[config.mk]
export PLATFORM = sky130hd
export DESIGN_NAME = bus_arbiter
export DESIGN_NICKNAME = d
export VERILOG_FILES = /design/src/rtl/bus_arbiter.sv
export SDC_FILE = /design/constraint.sdc
export NUM_CORES = 1
export LEC_CHECK = 0
export ABC_AREA = 1
export CAP_MARGIN = 0
export CORE_MARGIN = 3
export CORE_UTILIZATION = 40
export CTS_BUF_LIST = sky130_fd_sc_hd__clkbuf_2
export DETAILED_ROUTE_END_ITERATION = 7
export PLACE_DENSITY = 0.79
export SLEW_MARGIN = 30
export SYNTH_ARGS = -nofsm -noshare
export SYNTH_HDL_FRONTEND = slang
export SYNTH_SLANG_ARGS = --single-unit
[constraint.sdc]
create_clock -name clk -period 1.42 [get_ports clk]
set_input_delay 0.284 -clock clk [delete_from_list [all_inputs] [get_ports clk]]
set_output_delay 0.284 -clock clk [all_outputs]
set_load 0.005 [all_outputs]
[src/rtl/bus_arbiter.sv]
// ---------------------------------------------------------------------------
// bus_arbiter
//
// Two-master round-robin arbiter and access sequencer for the system bus.
// Master 0 is the CPU data port, master 1 a secondary requester. One word
// access at a time is driven to the address decoder. The block waits for the
// slave's ready, then returns read data with a one-cycle acknowledge. A
// watchdog aborts accesses whose slave never answers and flags a bus error.
//
// Parameters
//   TIMEOUT    cycles an access may wait for bus_ready before abort
//              (0 disables the watchdog)
//
// Ports
//   clk                  system clock, rising edge
//   rst                  asynchronous active-low reset
//   m0_req / m1_req      access request, held until the matching ack
//   m0_we / m1_we        1 = write, 0 = read
//   m0_addr / m1_addr    byte address
//   m0_wdata / m1_wdata  write data
//   m0_rdata / m1_rdata  read data, valid while the matching ack is high
//   m0_ack / m1_ack      one-cycle completion pulse
//   bus_addr             word-aligned address to the decoder
//   bus_re / bus_we      read / write strobes (mutually exclusive)
//   bus_wdata            write data to the slave
//   bus_rdata            slave read data
//   bus_ready            slave completion, sampled only while a strobe is high
//   err                  one-cycle pulse on watchdog abort (same cycle as ack)
//   err_addr             address of the most recent aborted access (sticky)
//   owner                index of the current or last granted master
// ---------------------------------------------------------------------------
module bus_arbiter #(
  parameter int TIMEOUT = 255
) (
  input  logic        clk,
  input  logic        rst,
  input  logic        m0_req,
  input  logic        m1_req,
  input  logic        m0_we,
  input  logic        m1_we,
  input  logic [31:0] m0_addr,
  input  logic [31:0] m1_addr,
  input  logic [31:0] m0_wdata,
  input  logic [31:0] m1_wdata,
  output logic [31:0] m0_rdata,
  output logic [31:0] m1_rdata,
  output logic        m0_ack,
  output logic        m1_ack,
  output logic [31:0] bus_addr,
  output logic        bus_re,
  output logic        bus_we,
  output logic [31:0] bus_wdata,
  input  logic [31:0] bus_rdata,
  input  logic        bus_ready,
  output logic        err,
  output logic [31:0] err_addr,
  output logic        owner
);

  localparam int CW     = (TIMEOUT < 1) ? 1 : $clog2(TIMEOUT + 1);
  localparam int LAST_I = (TIMEOUT > 0) ? (TIMEOUT - 1) : 0;
  localparam logic [CW-1:0] LAST_COUNT = CW'(LAST_I);
  localparam bit WDOG_EN = (TIMEOUT != 0);

  typedef enum logic [1:0] {
    IDLE   = 2'd0,
    ACCESS = 2'd1,
    RESP   = 2'd2
  } state_t;

  state_t state;
  state_t state_next;

  // Access fields captured at grant time; they stay frozen for the whole
  // access regardless of what the master does with its inputs.
  logic          lat_we;
  logic [31:0]   lat_addr;
  logic [31:0]   lat_wdata;
  logic          owner_q;
  logic [CW-1:0] count_q;
  logic [31:0]   rdata_q;
  logic [31:0]   err_addr_q;

  // Registered pulse/strobe outputs, so they never glitch.
  logic re_q;
  logic we_q;
  logic ack0_q;
  logic ack1_q;
  logic err_q;

  // Combinational decisions for the current cycle.
  logic        grant;
  logic        grant_sel;
  logic        done;
  logic        abort;
  logic        sel_we;
  logic [31:0] sel_addr;
  logic [31:0] sel_wdata;
  logic        re_next;
  logic        we_next;
  logic        ack0_next;
  logic        ack1_next;
  logic        err_next;

  // Fields of whichever master is being granted this cycle.
  assign sel_we    = grant_sel ? m1_we    : m0_we;
  assign sel_addr  = grant_sel ? m1_addr  : m0_addr;
  assign sel_wdata = grant_sel ? m1_wdata : m0_wdata;

  // State register.
  always_ff @(posedge clk or negedge rst) begin
    if (!rst) begin
      state <= IDLE;
    end else begin
      state <= state_next;
    end
  end

  // Next-state and next-output decode. On a tie the master that is not the
  // last owner wins, which makes service alternate under contention.
  always_comb begin
    state_next = state;
    grant      = 1'b0;
    grant_sel  = owner_q;
    done       = 1'b0;
    abort      = 1'b0;
    re_next    = 1'b0;
    we_next    = 1'b0;
    ack0_next  = 1'b0;
    ack1_next  = 1'b0;
    err_next   = 1'b0;

    case (state)
      IDLE: begin
        if (m0_req || m1_req) begin
          grant = 1'b1;
          if (m0_req && m1_req) begin
            grant_sel = ~owner_q;
          end else begin
            grant_sel = m1_req;
          end
          re_next    = ~sel_we;
          we_next    = sel_we;
          state_next = ACCESS;
        end
      end

      ACCESS: begin
        // Ready takes priority over a watchdog expiry on the same edge.
        if (bus_ready) begin
          done = 1'b1;
        end else if (WDOG_EN && (count_q == LAST_COUNT)) begin
          done  = 1'b1;
          abort = 1'b1;
        end

        if (done) begin
          ack0_next  = ~owner_q;
          ack1_next  = owner_q;
          err_next   = abort;
          state_next = RESP;
        end else begin
          re_next = re_q;
          we_next = we_q;
        end
      end

      // One dead cycle carrying the ack, so a request still held during
      // the ack is not mistaken for a new one.
      RESP: begin
        state_next = IDLE;
      end

      default: begin
        state_next = IDLE;
      end
    endcase
  end

  // Datapath: latched access fields, watchdog counter, response data,
  // sticky error address and the registered strobes/pulses.
  always_ff @(posedge clk or negedge rst) begin
    if (!rst) begin
      lat_we     <= 1'b0;
      lat_addr   <= '0;
      lat_wdata  <= '0;
      owner_q    <= 1'b1;
      count_q    <= '0;
      rdata_q    <= '0;
      err_addr_q <= '0;
      re_q       <= 1'b0;
      we_q       <= 1'b0;
      ack0_q     <= 1'b0;
      ack1_q     <= 1'b0;
      err_q      <= 1'b0;
    end else begin
      re_q   <= re_next;
      we_q   <= we_next;
      ack0_q <= ack0_next;
      ack1_q <= ack1_next;
      err_q  <= err_next;

      if (grant) begin
        lat_we    <= sel_we;
        lat_addr  <= sel_addr;
        lat_wdata <= sel_wdata;
        owner_q   <= grant_sel;
        count_q   <= '0;
      end else if (state == ACCESS) begin
        count_q <= count_q + CW'(1);
      end

      // Writes and aborted accesses return zero data.
      if (done) begin
        rdata_q <= (abort || lat_we) ? 32'd0 : bus_rdata;
      end

      if (abort) begin
        err_addr_q <= lat_addr;
      end
    end
  end

  assign bus_addr  = {lat_addr[31:2], 2'b00};
  assign bus_wdata = lat_wdata;
  assign bus_re    = re_q;
  assign bus_we    = we_q;
  assign m0_ack    = ack0_q;
  assign m1_ack    = ack1_q;
  assign m0_rdata  = ack0_q ? rdata_q : 32'd0;
  assign m1_rdata  = ack1_q ? rdata_q : 32'd0;
  assign err       = err_q;
  assign err_addr  = err_addr_q;
  assign owner     = owner_q;

endmodule

==> impl.org, run 1 <==
** Outcome
- The run finished, with violations left.
- Failing checks :: negative setup slack

** Cells and area
- Highest-count cells in the layout ignoring fill and taps :: sky130_fd_sc_hd__nand2_1 (270), sky130_fd_sc_hd__clkdlybuf4s50_1 (165), sky130_fd_sc_hd__inv_1 (162)
- Share of the core filled with cells in the final layout :: 80.7%
- The post-route netlist has 49.8% of its cells at a drive strength greater than 1.
- Layout overhead on the synthesized area :: 96.8%
- The net count of the finished layout is 1,730.
- The library cell used most frequently in the layout, excluding fill and tap cells, is sky130_fd_sc_hd__nand2_1.
- After routing the design area is 15,200 um^2.

** Timing
- Final hold violation count :: 0
- Achievable frequency :: 0.468 GHz
- Post-route clock period utilization :: 150%
- Count of pins over their slew limit :: 0
- Setup WS post-layout :: -0.715 ns
- Setup violations remaining at the end of the flow were counted as 298.
- Slew of the pin with the lowest slew margin :: 0.617 ns
- Max-slew headroom :: 58.7%
- RSZ-0062 raised after global routing :: true
- On the final layout, the worst clock skew is 0.0555 ns.
- Fin crit period :: 2.14 ns

** Critical path
- Arrival time of data at the critical path endpoint :: 1.85 ns
- Endpoint required time on the critical path :: 1.14 ns
- STA classifies the critical path startpoint as a register.
- Of all nets on the critical path, the largest fanout is 7.
- Critical Path End Type :: output pin
- The critical path is of the reg -> out type.

** Floorplan
- Die Area :: 21,000 um^2
- Horizontal die dimension :: 145 um
- Die Span Y :: 145 um
- Placement row count :: 50
- Core box area :: 18,800 um^2
- For this configuration, the core starts out at a cell density of 41.0%.
- For this design the top-level I/O count stands at 333.

** Power and ir drop
- Max VDD drop :: 0.00104 V
- In this run the power density over the cells is 1680 nW/um^2.
- For this design the static power due to leakage is 0.00894 uW.

** Clocking
- Number of buffers added by the clock tree synthesis step :: 17
- The clock reaches the later pin of the worst-skew pair after 0.72 ns.
- In this run the deepest clock path goes through 2 buffers.
- Clock transition at path regs :: 0.24 ns
- TritonCTS built the clock tree.
- Clock tree synthesis found a total of 145 sinks.
- The H-tree was split into 4 levels.
- Clock tree synthesis selected as its root buffer the cell sky130_fd_sc_hd__clkbuf_2.

** Routing
- Number of DRC markers in iteration 0 :: 607
- For this run, the detailed router's first-pass iteration total came to 6.
- In the final routed layout, each cell accounts on average for 20.3 um.
- The count of nets left with antenna violations once routing finished came out at 0.
- After detailed routing, the number of remaining DRC violations is 0.
- Sum of routed wire length over all layers :: 37,200 um
- In the routed layout, each cell is associated on average with a via count of 5.27.
- Via count of the routed design :: 9,667

** Logic synthesis
- During synthesis, Yosys emitted a total of 0 warnings.
- After synthesis, flip-flops and latches occupy 47.0% of the total area.
- Synthesis produced a netlist whose cell count is 1,099.
- Flip-flop and latch count after synthesis :: 145
- Per-instance average area after synthesis :: 7.03 um^2
- Synth Cell Area :: 7720 um^2
- The synthesized netlist contains 22 unique library cells.

** Global route
- In the global route stage, overall resource usage came out at 29.7%.
- Maximum number of pins on one net before global-route repair :: 55
- The number of global-route vias before repair is 9,103.
- The first global-routing pass estimated 49,700 um of wire.
- After global routing the overflow that remains totals 0.
- The initial antenna violation count came to 1.

** Placed design
- The placed instances occupy a cell area of 11,400 um^2.
- The HPWL after detailed placement is 17,700 um.
- Global placer's final weighted congestion :: 0.842
- I/O Buffers :: 330
- Before CTS, the worst setup slack after placement is -0.267 ns.

** Run
- Max-capacitance violation count :: 0

** Min path
- Worst min path class :: in -> async
==> final timing paths <==
check                               from       endpoint  slack [ns]  cells after the start
min reg2reg                bus_wdata[21]  bus_wdata[21]        0.51                      2
min in group clk           bus_rdata[12]    rdata_q[12]        0.09                      3
max reg2reg                        owner    lat_addr[9]       -0.40                     10
min                                  rst    err_addr[1]        0.07                      3
max                               m0_ack   m0_rdata[26]       -0.72                      6
max in group asynchronous            rst    lat_addr[0]        0.32                      3
==> report_power, final <==
| part | switching (uW) | internal (uW) | total (uW) |
|---|---|---|---|
| clock | 1660 | 473 | 2130 |
| combinational | 8290 | 8050 | 16300 |
| sequential | 1450 | 5530 | 6990 |
==> cells in the mapped netlist <==
master                     count  share of area, %
sky130_fd_sc_hd__a21oi_1       2              0.13
sky130_fd_sc_hd__and3_1        1             0.081
sky130_fd_sc_hd__buf_1         1             0.049
sky130_fd_sc_hd__buf_2        26               1.7
sky130_fd_sc_hd__buf_4        44               4.3
sky130_fd_sc_hd__clkbuf_1     22               1.1
sky130_fd_sc_hd__conb_1        1             0.049
sky130_fd_sc_hd__dfrtp_1     144                47
sky130_fd_sc_hd__dfstp_2       1              0.34
sky130_fd_sc_hd__ha_1          2              0.32
sky130_fd_sc_hd__inv_1       211                10
sky130_fd_sc_hd__inv_2         2             0.097
sky130_fd_sc_hd__nand2_1     409                20
sky130_fd_sc_hd__nand2_2       3              0.24
sky130_fd_sc_hd__nand3_1     205                13
sky130_fd_sc_hd__nand3b_1      1             0.097
sky130_fd_sc_hd__nand4_1       1             0.081
sky130_fd_sc_hd__nor2_1       12              0.58
sky130_fd_sc_hd__nor2_4        1              0.15
sky130_fd_sc_hd__nor3_1        2              0.13
sky130_fd_sc_hd__o21ai_0       7              0.45
sky130_fd_sc_hd__o21ai_1       1             0.065
==> sequential cells by signal, summed over array words and instances (netlist names), 2 cells and up <==
signal	flops
rdata_q	32
bus_wdata	32
state	2
count_q	8
lat_addr	32
err_addr	32
==> worst max-delay path, cell delays in order (launching register included) <==
cell and delay (ns):
sky130_fd_sc_hd__dfrtp_2 0.50, sky130_fd_sc_hd__buf_12 0.15, sky130_fd_sc_hd__buf_16 0.14, sky130_fd_sc_hd__buf_6 0.12, sky130_fd_sc_hd__nand2_1 0.07, sky130_fd_sc_hd__inv_1 0.06
sky130_fd_sc_hd__clkbuf_2 0.12
==> kinds of logic after synthesis <==
logic type / after synthesis / share of synthesized area [%]
compound gates: 10 / 0.648
other cells: 1 / 0.0486
fa+ha+maj: 2 / 0.324
buf+inv: 306 / 17.4
flops: 145 / 47.0
simple gates: 635 / 34.5
==> stage by stage <==
step | instances | hold WS, ns | setup TNS, ns | total power, uW
finish | 1835 | 0.0745 | -78.31 | 25500
detailed placement | 1636 | 0.127 | -23.56 | 15700
global placement | 1636 | 0.123 | -18.86 | 15500
global route | 1835 | 0.0215 | -99.02 | 26600
floorplan | 1100 | -0.0116 | 0 | 11300
CTS | 1800 | 0.00222 | -89.43 | 22600
==> layout make-up <==
cell class | instances | area [um^2]
antenna | 1 | 2.50
multi-input combinational | 650 | 4750
fill | 1026 | 3630
sequential | 145 | 3630
tap | 260 | 325
clock inverter | 12 | 86.3
inverter | 213 | 828
timing repair buffer | 534 | 5480
clock buffer | 20 | 100
==> metal layers <==
| metal | share of wire, % | GRT usage (%) | up-vias |
|---|---|---|---|
| met1 | 35 | 35.3 | 4669 |
| met3 | 8.8 | 7.62 | 176 |
| li1 | - | - | 4208 |
| met2 | 50 | 51.3 | 614 |
| met5 | 0 | 0 | - |
| met4 | 6.0 | 12.6 | 0 |
==> repair_timing <==
item	CTS	global route
gates resized for setup	933	380
setup endpoints to repair	261	305
pin swaps	103	106
hold buffers	3	1
cloned	32	5
endpoints found under the hold margin	146	1
setup buffers	101	60
Note: power is estimated with default switching activity, not from simulation.
==> run 2, diff against run 1 <==
--- a/config.mk
+++ b/config.mk
@@ -8,10 +8,11 @@
 export ABC_AREA = 1
 export CAP_MARGIN = 0
 export CORE_MARGIN = 3
-export CORE_UTILIZATION = 40
-export CTS_BUF_LIST = sky130_fd_sc_hd__clkbuf_2
+export CORE_UTILIZATION = 39
+export CTS_BUF_LIST = sky130_fd_sc_hd__clkbuf_8 sky130_fd_sc_hd__clkbuf_16
 export DETAILED_ROUTE_END_ITERATION = 7
-export PLACE_DENSITY = 0.79
+export GPL_TIMING_DRIVEN = 0
+export PLACE_DENSITY = 0.78
 export SLEW_MARGIN = 30
 export SYNTH_ARGS = -nofsm -noshare
 export SYNTH_HDL_FRONTEND = slang
==> run 2 against run 1 <==
Compared with the run above:
- power grew 14%
- critical path type unchanged
- highest routed layer unchanged
- fmax grew 19%
- hold slack better by 0.33 ns
- the run still ends with negative setup slack left
- largest power group unchanged
- largest cell class unchanged
- first-iteration DRC count is 9.1% higher
==> impl.org, run 2 (synthesis gave the netlist of run 1 again) <==
** Outcome
- Run status :: finished with violations
- The final reports fail on negative setup slack.

** Timing
- Timing would allow up to 0.557 GHz.
- Across all hold checks on the routed design, the worst slack comes to 0.408 ns.
- The total count of max-transition violations in the final report was 0.
- Setup violations remaining at the end of the flow were counted as 203.
- The smallest clock period supported by the final layout is computed as 1.80 ns.
- Across all setup checks in the final design, the least slack found is -0.376 ns.
- Post-route clock period utilization :: 127%
- Across the routed clock network, the largest skew measured is 0.0112 ns.
- At the pin with the least slew margin, the transition time is 0.578 ns.
- The number of hold violations in the final report came to 0.
- Max-slew headroom :: 61.5%
- Setup repair after global routing could not meet its margin everywhere.

** Power and ir drop
- Dividing total power by cell area gives a power density of 1800 nW/um^2.
- Of the total power, the share spent switching nets is 40.6%.
- Leakage :: 0.00904 uW
- Max VDD drop :: 0.00103 V
- Share of power burned in the clock network :: 17.1%
- The internal portion of the total power is 17,200 uW.
- Fraction of power consumed by sequential logic :: 24.4%
- Combinational cells account for 58.5% of the total power.
- For this design the total switching power over the nets is 11,800 uW.

** Cells and area
- Number of cells in the finished layout apart from fillers :: 1,853
- Share of layout cells above drive strength 1 :: 49.5%
- Leaving out fill and tap cells, the most frequent cells in the layout are sky130_fd_sc_hd__nand2_1 (233), sky130_fd_sc_hd__clkdlybuf4s50_1 (165), sky130_fd_sc_hd__inv_1 (150).
- # fillers :: 968
- The sequential cells in the finished layout cover a total of 3630 um^2.
- Layout overhead on the synthesized area :: 108%
- Net count reported at finish :: 1,749
- 0 antenna diodes ended up in the layout.
- Most common library cell in the layout ignoring fill and taps :: sky130_fd_sc_hd__nand2_1
- In the final layout, the multi-input gates occupy 4790 um^2.

** Clocking
- The clock reaches the later pin of the worst-skew pair after 0.42 ns.
- In this run the deepest clock path goes through 2 buffers.
- CTS built an H-tree with a depth of 4.
- After clock tree synthesis, the clock-pin slew on the worst setup and hold paths is 0.06 ns.
- TritonCTS built the clock tree.
- Clock tree root driver cell :: sky130_fd_sc_hd__clkbuf_16
- The number of clock buffers added by TritonCTS is 17.
- Counting every sink on the clock net gives 145.

** Global route
- For this run the aggregate overflow at the end of global routing stands at 0.
- First-pass GRT wire length :: 48,800 um
- Maximum number of pins on one net before global-route repair :: 74
- Global routing consumed, over all layers together, 28.6% of the routing resources.
- The initial antenna violation count was 0.
- Via count of the first global-routing pass :: 9,218

** Critical path
- Critical path startpoint :: m1_ack
- Crit path top cell by count :: sky130_fd_sc_hd__buf_8
- CP max FO :: 7
- Among all stages on the critical path, the largest delay is contributed by sky130_fd_sc_hd__dfrtp_2.
- The critical path ends at m1_rdata[14].
- Data on the critical path is required at its endpoint by 1.14 ns.
- Endpoint of the lowest-slack register-to-register path :: bus_wdata[14]
- Measured in cells, the most critical reg-to-reg path has a length of 9.
- RR Startpoint :: state[0]
- The worst setup path is of the reg -> out kind.
- Register-to-register path setup slack :: -0.23 ns
- CP Launch Type :: register
- Crit path largest cell delay :: 0.57 ns
- STA classifies the critical path endpoint as an output pin.
- CP cell instances :: buf_8 -> buf_8 -> nand2_4 -> inv_4 -> buf_6
- STA puts the critical path data arrival time at 1.51 ns.

** Floorplan
- Core box area :: 19,100 um^2
- Row generation in the floorplan step produced 50 rows.
- The die is 147 um wide.
- The die covers 21,500 um^2.
- The initial utilization of the core area, before any placement, comes to 40.5%.
- For this design the top-level I/O count stands at 333.
- The die is 147 um tall.

** Routing
- Via count of the routed design :: 9,556
- Remaining routing DRC violations :: 0
- Dividing the detail-routed wire length by the instance count gives 20.6 um.
- The detail route stage leaves a number of antenna-violating nets equal to 0.
- Before antenna repair, the detailed router went through 6 iterations.
- Using the TritonRoute via totals, the vias-per-cell ratio works out to 5.16.
- For this block, the initial DRC count from the detailed router was 662.
- The routed design has 38,200 um of wire.

** Placed design
- Dpl cells :: 1,691
- The congestion estimate from routability-driven global placement came to 0.847.
- Pre-CTS setup slack :: -0.516 ns
- After legalization and detailed placement, the total HPWL measured 19,700 um.
- Port buffering added 330 buffers.

** Min path
- Worst min path class :: in -> reg
- The startpoint identified for the worst hold timing path is bus_rdata[16].

** Run
- Max-capacitance violation count :: 0
run 2: cell types whose count changed in the layout (fill, tap and decap cells not counted), moves of 14 or more:
cell and change:
sky130_fd_sc_hd__clkbuf_16 +28, sky130_fd_sc_hd__nand2_1 -37, sky130_fd_sc_hd__inv_2 +16, sky130_fd_sc_hd__dlygate4sd2_1 +59, sky130_fd_sc_hd__nand2_2 +49, sky130_fd_sc_hd__buf_6 +14
sky130_fd_sc_hd__buf_12 -21, sky130_fd_sc_hd__clkbuf_2 -17, sky130_fd_sc_hd__buf_8 +33, sky130_fd_sc_hd__buf_2 -65
run 2: area by class of cell:
type / instances / area share, %
Inverter: 213 / 5.05
Buffer: 90 / 6.61
Clock buffer: 20 / 2.90
Timing Repair Buffer: 464 / 29.9
Multi-Input combinational cell: 649 / 29.8
Tap cell: 260 / 2.02
Sequential cell: 145 / 22.6
Clock inverter: 12 / 1.11
run 2: critical path, delay by kind of cell (launching register included):
kind                   cells  cell delay [ns]
DFF                        1             0.57
buffers and inverters      4             0.46
and+or+nand+nor            1             0.06
run 2: through the flow:
step           power, uW  area, um^2  TNS (ns)  utilization, %
4_1_cts            24300       14100    -25.30            73.7
2_1_floorplan      11300        7720         0               -
3_5_place_dp       15800       11400    -67.56            59.7
3_3_place_gp       15600       11400   -918.17            59.5
6_report           29000       16100    -35.41            84.2
5_1_grt            30200       16100    -43.37            84.2
run 2: power groups by stage:
stage | Sequential (uW) | Combinational, uW | Clock, uW
after detailed placement | 6660 | 9160 | 0
after global routing | 7180 | 17900 | 5120
after floorplan | 6460 | 4860 | 0
final | 7080 | 16900 | 4950
after CTS | 6670 | 12600 | 4950
after global placement | 6670 | 8940 | 0
run 2: how the worst min path moves through the flow:
| stage | slack [ns] | depth (start not counted) | end |
|---|---|---|---|
| 5_1_grt | 0.41 | 3 | rdata_q[31] |
| 2_1_floorplan | -0.01 | 0 | bus_re |
| 6_report | 0.41 | 3 | rdata_q[16] |
| 4_1_cts | 0.39 | 3 | rdata_q[14] |
| 3_3_place_gp | 0.46 | 2 | err_addr[13] |
| 3_5_place_dp | 0.30 | 1 | bus_wdata[24] |
run 2: metal layers:
layer / global-route usage [%] / vias up / part of all wire [%]
met5: 0 / - / 0
met1: 32.2 / 4662 / 35
met4: 12.1 / 0 / 5.1
met2: 52.2 / 529 / 53
met3: 6.26 / 130 / 7.0
li1: - / 4235 / -
run 2: repair_timing:
item | CTS | global route
resized for setup | 857 | 472
setup buffers | 89 | 18
endpoints found under the hold margin | 71 | 0
cloned | 20 | 15
hold buffers | 1 | 0
pin swaps | 83 | 192
setup endpoints to repair | 299 | 217
